`src/rtl/reset_sequencer_pkg.sv`:
```
// Shared types for the staged reset sequencer: FSM states, reset-cause
// encoding and a small sizing helper.
package reset_sequencer_pkg;

   localparam int unsigned CAUSE_W = 2;

   typedef enum logic [1:0] {
      HOLD    = 2'd0,
      RELEASE = 2'd1,
      RUN     = 2'd2
   } state_e;

   typedef enum logic [CAUSE_W-1:0] {
      POR   = 2'd0,
      SOFT  = 2'd1,
      FIELD = 2'd2
   } cause_e;

   function automatic int unsigned max_u(input int unsigned a, input int unsigned b);
      return (a > b) ? a : b;
   endfunction

endpackage : reset_sequencer_pkg

```
`src/rtl/reset_sequencer.sv`:
```
// Staged active-low reset generator: hold all outputs low, then release them
// one stage at a time in increasing index order. Optional RESET_SEQUENCER_CAUSE_EN
// adds a last_cause output recording why the most recent re-sequence happened.
module reset_sequencer
   import reset_sequencer_pkg::*;
#(
   parameter int unsigned NUM_STAGES  = 2,
   parameter int unsigned HOLD_CYCLES = 4,
   parameter int unsigned STAGE_GAP   = 2
) (
   input  logic                  clk,
   input  logic                  rst_n,
   input  logic                  soft_rst_req,
   input  logic                  field_ok,
   output logic [NUM_STAGES-1:0] rst_n_out,
   output logic                  busy
`ifdef RESET_SEQUENCER_CAUSE_EN
   ,
   output cause_e                last_cause
`endif
);

   localparam int unsigned CNT_W = $clog2(max_u(HOLD_CYCLES, STAGE_GAP) + 1);
   localparam int unsigned IDX_W = $clog2(NUM_STAGES + 1);
   localparam logic [NUM_STAGES-1:0] ALL_REL = '1;

   state_e                  state_q, state_d;
   logic [CNT_W-1:0]        cnt_q, cnt_d;
   logic [IDX_W-1:0]        idx_q, idx_d;
   logic [NUM_STAGES-1:0]   out_q, out_d;
   logic                    busy_q, busy_d;
   logic                    trig_c;

   // Any request or missing field forces a full restart of the sequence
   assign trig_c = soft_rst_req | ~field_ok;

   // State, counter, stage index and outputs
   always_ff @(posedge clk or negedge rst_n) begin
      if (!rst_n) begin
         state_q <= HOLD;
         cnt_q   <= '0;
         idx_q   <= '0;
         out_q   <= '0;
         busy_q  <= 1'b1;
      end else begin
         state_q <= state_d;
         cnt_q   <= cnt_d;
         idx_q   <= idx_d;
         out_q   <= out_d;
         busy_q  <= busy_d;
      end
   end

   // Next-state and next-output logic
   always_comb begin
      state_d = state_q;
      cnt_d   = cnt_q;
      idx_d   = idx_q;
      out_d   = out_q;

      if (trig_c) begin
         state_d = HOLD;
         cnt_d   = '0;
         idx_d   = '0;
         out_d   = '0;
      end else begin
         unique case (state_q)
            HOLD: begin
               if (cnt_q == CNT_W'(HOLD_CYCLES - 1)) begin
                  out_d   = out_q | NUM_STAGES'(1);
                  cnt_d   = '0;
                  idx_d   = IDX_W'(1);
                  state_d = (NUM_STAGES == 1) ? RUN : RELEASE;
               end else begin
                  cnt_d = cnt_q + CNT_W'(1);
               end
            end
            RELEASE: begin
               if (cnt_q == CNT_W'(STAGE_GAP - 1)) begin
                  out_d = out_q | (NUM_STAGES'(1) << idx_q);
                  cnt_d = '0;
                  idx_d = idx_q + IDX_W'(1);
                  if (idx_q == IDX_W'(NUM_STAGES - 1)) begin
                     state_d = RUN;
                  end
               end else begin
                  cnt_d = cnt_q + CNT_W'(1);
               end
            end
            RUN: begin
               cnt_d = '0;
               out_d = ALL_REL;
            end
            default: begin
               state_d = HOLD;
               cnt_d   = '0;
               idx_d   = '0;
               out_d   = '0;
            end
         endcase
      end

      // busy tracks the next output value so both change on the same edge
      busy_d = (out_d != ALL_REL);
   end

   assign rst_n_out = out_q;
   assign busy      = busy_q;

`ifdef RESET_SEQUENCER_CAUSE_EN
   cause_e cause_q, cause_d;

   // Field loss outranks a soft request when both arrive together
   always_comb begin
      cause_d = cause_q;
      if (!field_ok) begin
         cause_d = FIELD;
      end else if (soft_rst_req) begin
         cause_d = SOFT;
      end
   end

   always_ff @(posedge clk or negedge rst_n) begin
      if (!rst_n) begin
         cause_q <= POR;
      end else begin
         cause_q <= cause_d;
      end
   end

   assign last_cause = cause_q;
`endif

endmodule : reset_sequencer

```
`config.mk`:
```
export PLATFORM = sky130hd
export DESIGN_NAME = reset_sequencer
export DESIGN_NICKNAME = d
export VERILOG_FILES = /design/src/rtl/reset_sequencer_pkg.sv /design/src/rtl/reset_sequencer.sv
export SDC_FILE = /design/constraint.sdc
export NUM_CORES = 1
export LEC_CHECK = 0
export CORE_MARGIN = 10
export CORE_UTILIZATION = 50
export DETAILED_ROUTE_END_ITERATION = 12
export GPL_TIMING_DRIVEN = 0
export MAX_ROUTING_LAYER = met4
export PLACE_DENSITY = 0.72
export RECOVER_POWER = 100
export SYNTH_ARGS = -nofsm -noshare
export SYNTH_HDL_FRONTEND = slang
export SYNTH_SLANG_ARGS = --single-unit
```
`constraint.sdc`:
```
create_clock -name clk -period 2.7 [get_ports clk]
set_clock_uncertainty 0.2 [all_clocks]
set_input_delay 0.54 -clock clk [delete_from_list [all_inputs] [get_ports clk]]
set_output_delay 0.54 -clock clk [all_outputs]
set_load 0.02 [all_outputs]
```
[After elaboration in Yosys (flattened, before gate mapping)]
Cells that the tools add are included.
W data, S select, Z words.
Word-level totals
  word-level logic and storage cells: 40
  flip-flop bits (word level): 10
  output and inout bits: 3
  bits of input ports: 4
Operators by class
  $add $sub $neg: 2
  multiplexer cells: 16
  equal/unequal tests: 10
  shifts and indexed selects: 1
  reductions and logical operators: 3
  bitwise gates (word level): 3
Operator list (number)
  $pmux W2 S3: 3
  $mux W2: 8
  $mux W3: 3
  $ne A3 B3 Y1 const B: 3
  $pmux W3 S2: 1
  $eq A2 B1 Y1 const B: 2
  $ne A2 B2 Y1 const B: 2
  $reduce_and A4 Y1: 1
  $add A3 B1 Y3 const B: 1
  $eq A3 B1 Y1 const B: 1
  $eq A3 B2 Y1 const B: 1
  $reduce_and A3 Y1: 1
  $add A2 B1 Y2 const B: 1
  $eq A2 B2 Y1 const B: 1
  $logic_not A2 Y1: 1
  $or A2 B2 Y2: 1
  $shl A1 B2 Y2 const A: 1
  $mux W1: 1
  $not A1 Y1: 1
  $or A1 B1 Y1: 1

[Logic depth before layout (Yosys ltp)]
  depth in word-level cells: 6
  gate-level depth with buffers: 6
  mapped depth without buffers: 6

[Least setup slack after synthesis]
Ideal clock, no wire load.
  path kind: register to register
  from: register cnt_q[0]
  to: register busy_q (netlist: busy)
  stages on the path, launching flop included: 6
  data required time: 2.440 ns
  clock period less this slack: 1.550 ns
  arrival time: 1.290 ns
  library setup time: 0.060 ns
  buffers on the path: 1
  setup slack: 1.150 ns
  cell sequence: dfrtp_1 -> ha_1 -> nor2b_4 -> buf_6 -> a311oi_2 -> a211o_1
Between the ends
  word-level cells in the longest chain between the ends: 5
  elaborated cells on any way between the ends: 7
  those cells by class: 3 x eq/ne; 4 x mux
RTL lines
  start: declaration: line reset_sequencer.sv:28  | logic [CNT_W-1:0] cnt_q, cnt_d;
  start signal: assignment: line reset_sequencer.sv:47  | cnt_q <= cnt_d;
  $eq A3 B1 Y1 / $eq A3 B2 Y1 (equally long branches): line reset_sequencer.sv:79, reset_sequencer.sv:69
  $mux W2 / $mux W1 (equally long branches): line reset_sequencer.sv:79, reset_sequencer.sv:69
  $pmux W2 S3 *: line reset_sequencer.sv:67  | unique case (state_q)
  $mux W2 *: line reset_sequencer.sv:61  | if (trig_c) begin
  $ne A2 B2 Y1 *: line reset_sequencer.sv:104  | busy_d = (out_d != ALL_REL);
  named net busy_d: line reset_sequencer.sv:31  | logic busy_q, busy_d;
  end signal: assignment: line reset_sequencer.sv:50  | busy_q <= busy_d;
  end: declaration: line reset_sequencer.sv:31
The timed path passes the listed nets; every way through them passes the cells marked *.
A chain may end at the register's enable or synchronous reset.

[Final worst setup path]
  from: register busy_q (netlist: busy)
  to: output port busy
RTL lines
  end: declaration: line reset_sequencer.sv:16  | output logic busy
No word-level cell between the ends.

==> impl_results.md <==
- Status: finished clean
- Internal Pwr Total: 243 uW
- Setup TNS: 0 ns
- Place WS: 0.693 ns
- Setup bufs post-CTS: 0
- Part of the power in registers: 49.0%
- Simple-Gate Fraction of Synth Area: 20.2%
- Cell area after synthesis: 658 um2
- Pleak: 0.321 nW
- Post-synth ARST share: 100%
- Most frequent cell after synthesis: dfrtp_1
- Final hold vios: 0
- Period utilisation layout: 80.8%
- Synthesis Warnings: 0
- Top delay family on crit path: buffers and inverters
- Synth top area share: 34.2%
- Initial Util: 51.9%
- DPL Wire Length: 852 um
- Die Ht: 56.3 um
- Avg Cell Area, Syn: 10.1 um2
- Share of post-route cells with drive strength above 1: 10.7%
- CP Data Required Time: 1.96 ns
- Max Fclk: 0.458 GHz
- Via density: 5.26
- MaxCap Viol Count: 0
- Sw frac: 22.0%
- Slew HR: 68.4%
- Initial antenna violation count: 0
- Post-DR wirelength/cell: 12.9 um
- Total GRT Usage: 8.07%
- Worst Path Max Fanout: 1
- DR vias: 473
- Crit-path cells: dlygate4sd3_1
- Core area: 0.00127 mm2
- CP startpoint kind: register
- H-tree depth: 1
- Slew @ Worst Pin: 0.472 ns
- CTS Hold Bufs: 0
- Critical Path Source: busy
- CP bufs+invs: 1
- ANT nets after route: 0
- Synth Register Bits: 10
- Port bufs: 6
- Comb pwr share: 7.4%
- Ys flop type: dfrtp_1
- Largest net degree at the start of global routing: 11
- CP Capture Type: output port
- Full die area: 0.00317 mm2
- Slowest CP cell: dlygate4sd3_1
- CTS tree: yes
- Switching power: 68.7 uW
- # resized after CTS: 0
- Worst r2r src: cnt_q[1]
- # DRC: 0
- DRT iter0 DRCs: 15
- Post-Synth Adder-Cell Area: 13.3%
- Vias in the first global route: 489
- Main area contributors after synthesis: dfrtp_1, ha_1, inv_1
- Main combinational cell family by area after synthesis: simple AND/OR/NAND/NOR gates
- Root buffer cell: clkbuf_4
- Worst-case clock buffer depth: 2
- Filler instances: 117
- Skew-Pair Late Insertion Delay: 0.27 ns
- I/O pin cnt: 7
- EDFF count, synth: 0
- RSZ-0062 raised after global routing: no
- Setup CP Type: register to output port
- Number of cell rows: 13
- Global-route wire length before repair: 2060 um
- CTS Buf Count: 3
- Nets@finish: 87
- Placer Congestion: 0.745
- Final worst setup slack: 0.519 ns
- Area Overhead vs Synth: 11.6%
- Clk pwr share: 43.6%
- Mapped Nets: 76
- Antenna diodes: 0
- Portion of netlist area occupied by mux cells: 4.75%
- Worst hold path startpoint: cnt_q[0]
- Post-synth cell types: 26
- Final wirelength: 1160 um
- Crit path arrival time: 1.44 ns
- Hold Crit Class: register to register
- Clock sinks: 10
- Power per cell area: 425 mW/mm2
- Fin crit period: 2.18 ns
- Final setup fails: 0
- Post-Synthesis Cells: 65
- Total congestion overflow: 0
- Largest stage delay on the critical path: 0.66 ns
- Register area share after synthesis: 38.2%
- DIE WIDTH: 56.3 um
- Fraction of the mapped netlist area in compound gates: 16.5%
- Largest area contributor in the netlist: dfrtp_1
- Post-Synth XOR/XNOR Area: 0%
- Post-synth top cells: dfrtp_1, inv_1, ha_1, nor2_1
- Clock-pin slew of the registers on the worst-case setup and hold paths: 0.07 ns
- Slew Limit Fails: 0
- TritonRoute pass-1 iters: 4
- Worst VDD drop: 0.296 mV
[metal layers]
| metal | wire, um | track usage [%] | vias up |
|---|---|---|---|
| li1 | - | - | 243 |
| met1 | 551 | 10.3 | 209 |
| met2 | 535 | 11.4 | 13 |
| met3 | 43 | 2.02 | 8 |
| met4 | 32 | 4.12 | 0 |
| met5 | 0 | - | - |
[layout make-up]
| cell class | instances | area [um2] | share of cell area (%) |
|---|---|---|---|
| Sequential cell | 10 | 251 | 34.2 |
| Inverter | 8 | 30.0 | 4.09 |
| Tap cell | 15 | 18.8 | 2.56 |
| Clock buffer | 4 | 36.3 | 4.94 |
| Multi-Input combinational cell | 45 | 329 | 44.8 |
| Buffer | 2 | 8.76 | 1.19 |
| Timing Repair Buffer | 6 | 60.1 | 8.18 |
[path summary, 6_finish.rpt]
kind | depth (start not counted) | end | slack, ns
worst min-delay path | 1 | cnt_q[0] | 0.32
worst min register to register | 1 | cnt_q[0] | 0.32
max in group asynchronous | 1 | busy | 1.49
min in group asynchronous | 1 | idx_q[1] | 0.46
worst max register to register | 6 | busy | 0.84
worst max-delay path | 1 | busy | 0.52
[registers in the layout, summed over array words and instances (netlist names)]
name and count:
busy 1, cnt_q 3, state_q 2, rst_n_out 2, idx_q 2
[cells in the final DEF (no fill, tap or decap)]
master,count
a2111oi_0,1
a211o_1,1
a21oi_1,4
a2bb2oi_1,1
a311oi_1,2
and2b_1,3
buf_2,1
clkbuf_1,1
clkbuf_4,3
clkbuf_8,1
clkdlybuf4s50_1,1
dfrtp_1,9
dfstp_2,1
dlygate4sd3_1,5
ha_1,7
inv_1,8
mux2_2,1
mux2i_1,2
nand2_1,4
nand2b_1,4
nand3_1,3
nand4b_1,1
nor2_1,5
nor2b_1,2
nor2b_2,1
o21ai_0,1
o22ai_1,1
o2bb2ai_1,1
[power groups by stage]
stage	clock network [mW]	registers [mW]	logic (mW)
finish	0.136	0.153	0.0231
CTS	0.136	0.154	0.0289
global route	0.144	0.153	0.0261
floorplan	0	0.156	0.0183
global placement	0	0.156	0.0282
detailed placement	0	0.156	0.0288
[logic make-up (layout without fill, tap and decap cells)]
logic type	count (synthesis)	count (layout)
AOI/OAI and AO/OA	12	12
adders and majority gates	7	7
buffers and inverters	10	20
DFF	10	10
muxes	3	3
and+or+nand+nor	23	23
[through the flow]
step | hold WS [ns] | power [mW] | utilization (%) | area, um2 | std cells
after global routing | 0.364 | 0.323 | 57.9 | 734 | 90
after detailed placement | 0.326 | 0.185 | 58.1 | 737 | 86
after global placement | 0.319 | 0.185 | 58.1 | 737 | 86
final | 0.316 | 0.312 | 57.9 | 734 | 90
after floorplan | 0.0444 | 0.174 | - | 658 | 65
after CTS | 0.339 | 0.319 | 60.9 | 773 | 90
(Power assumes the default switching activity.)
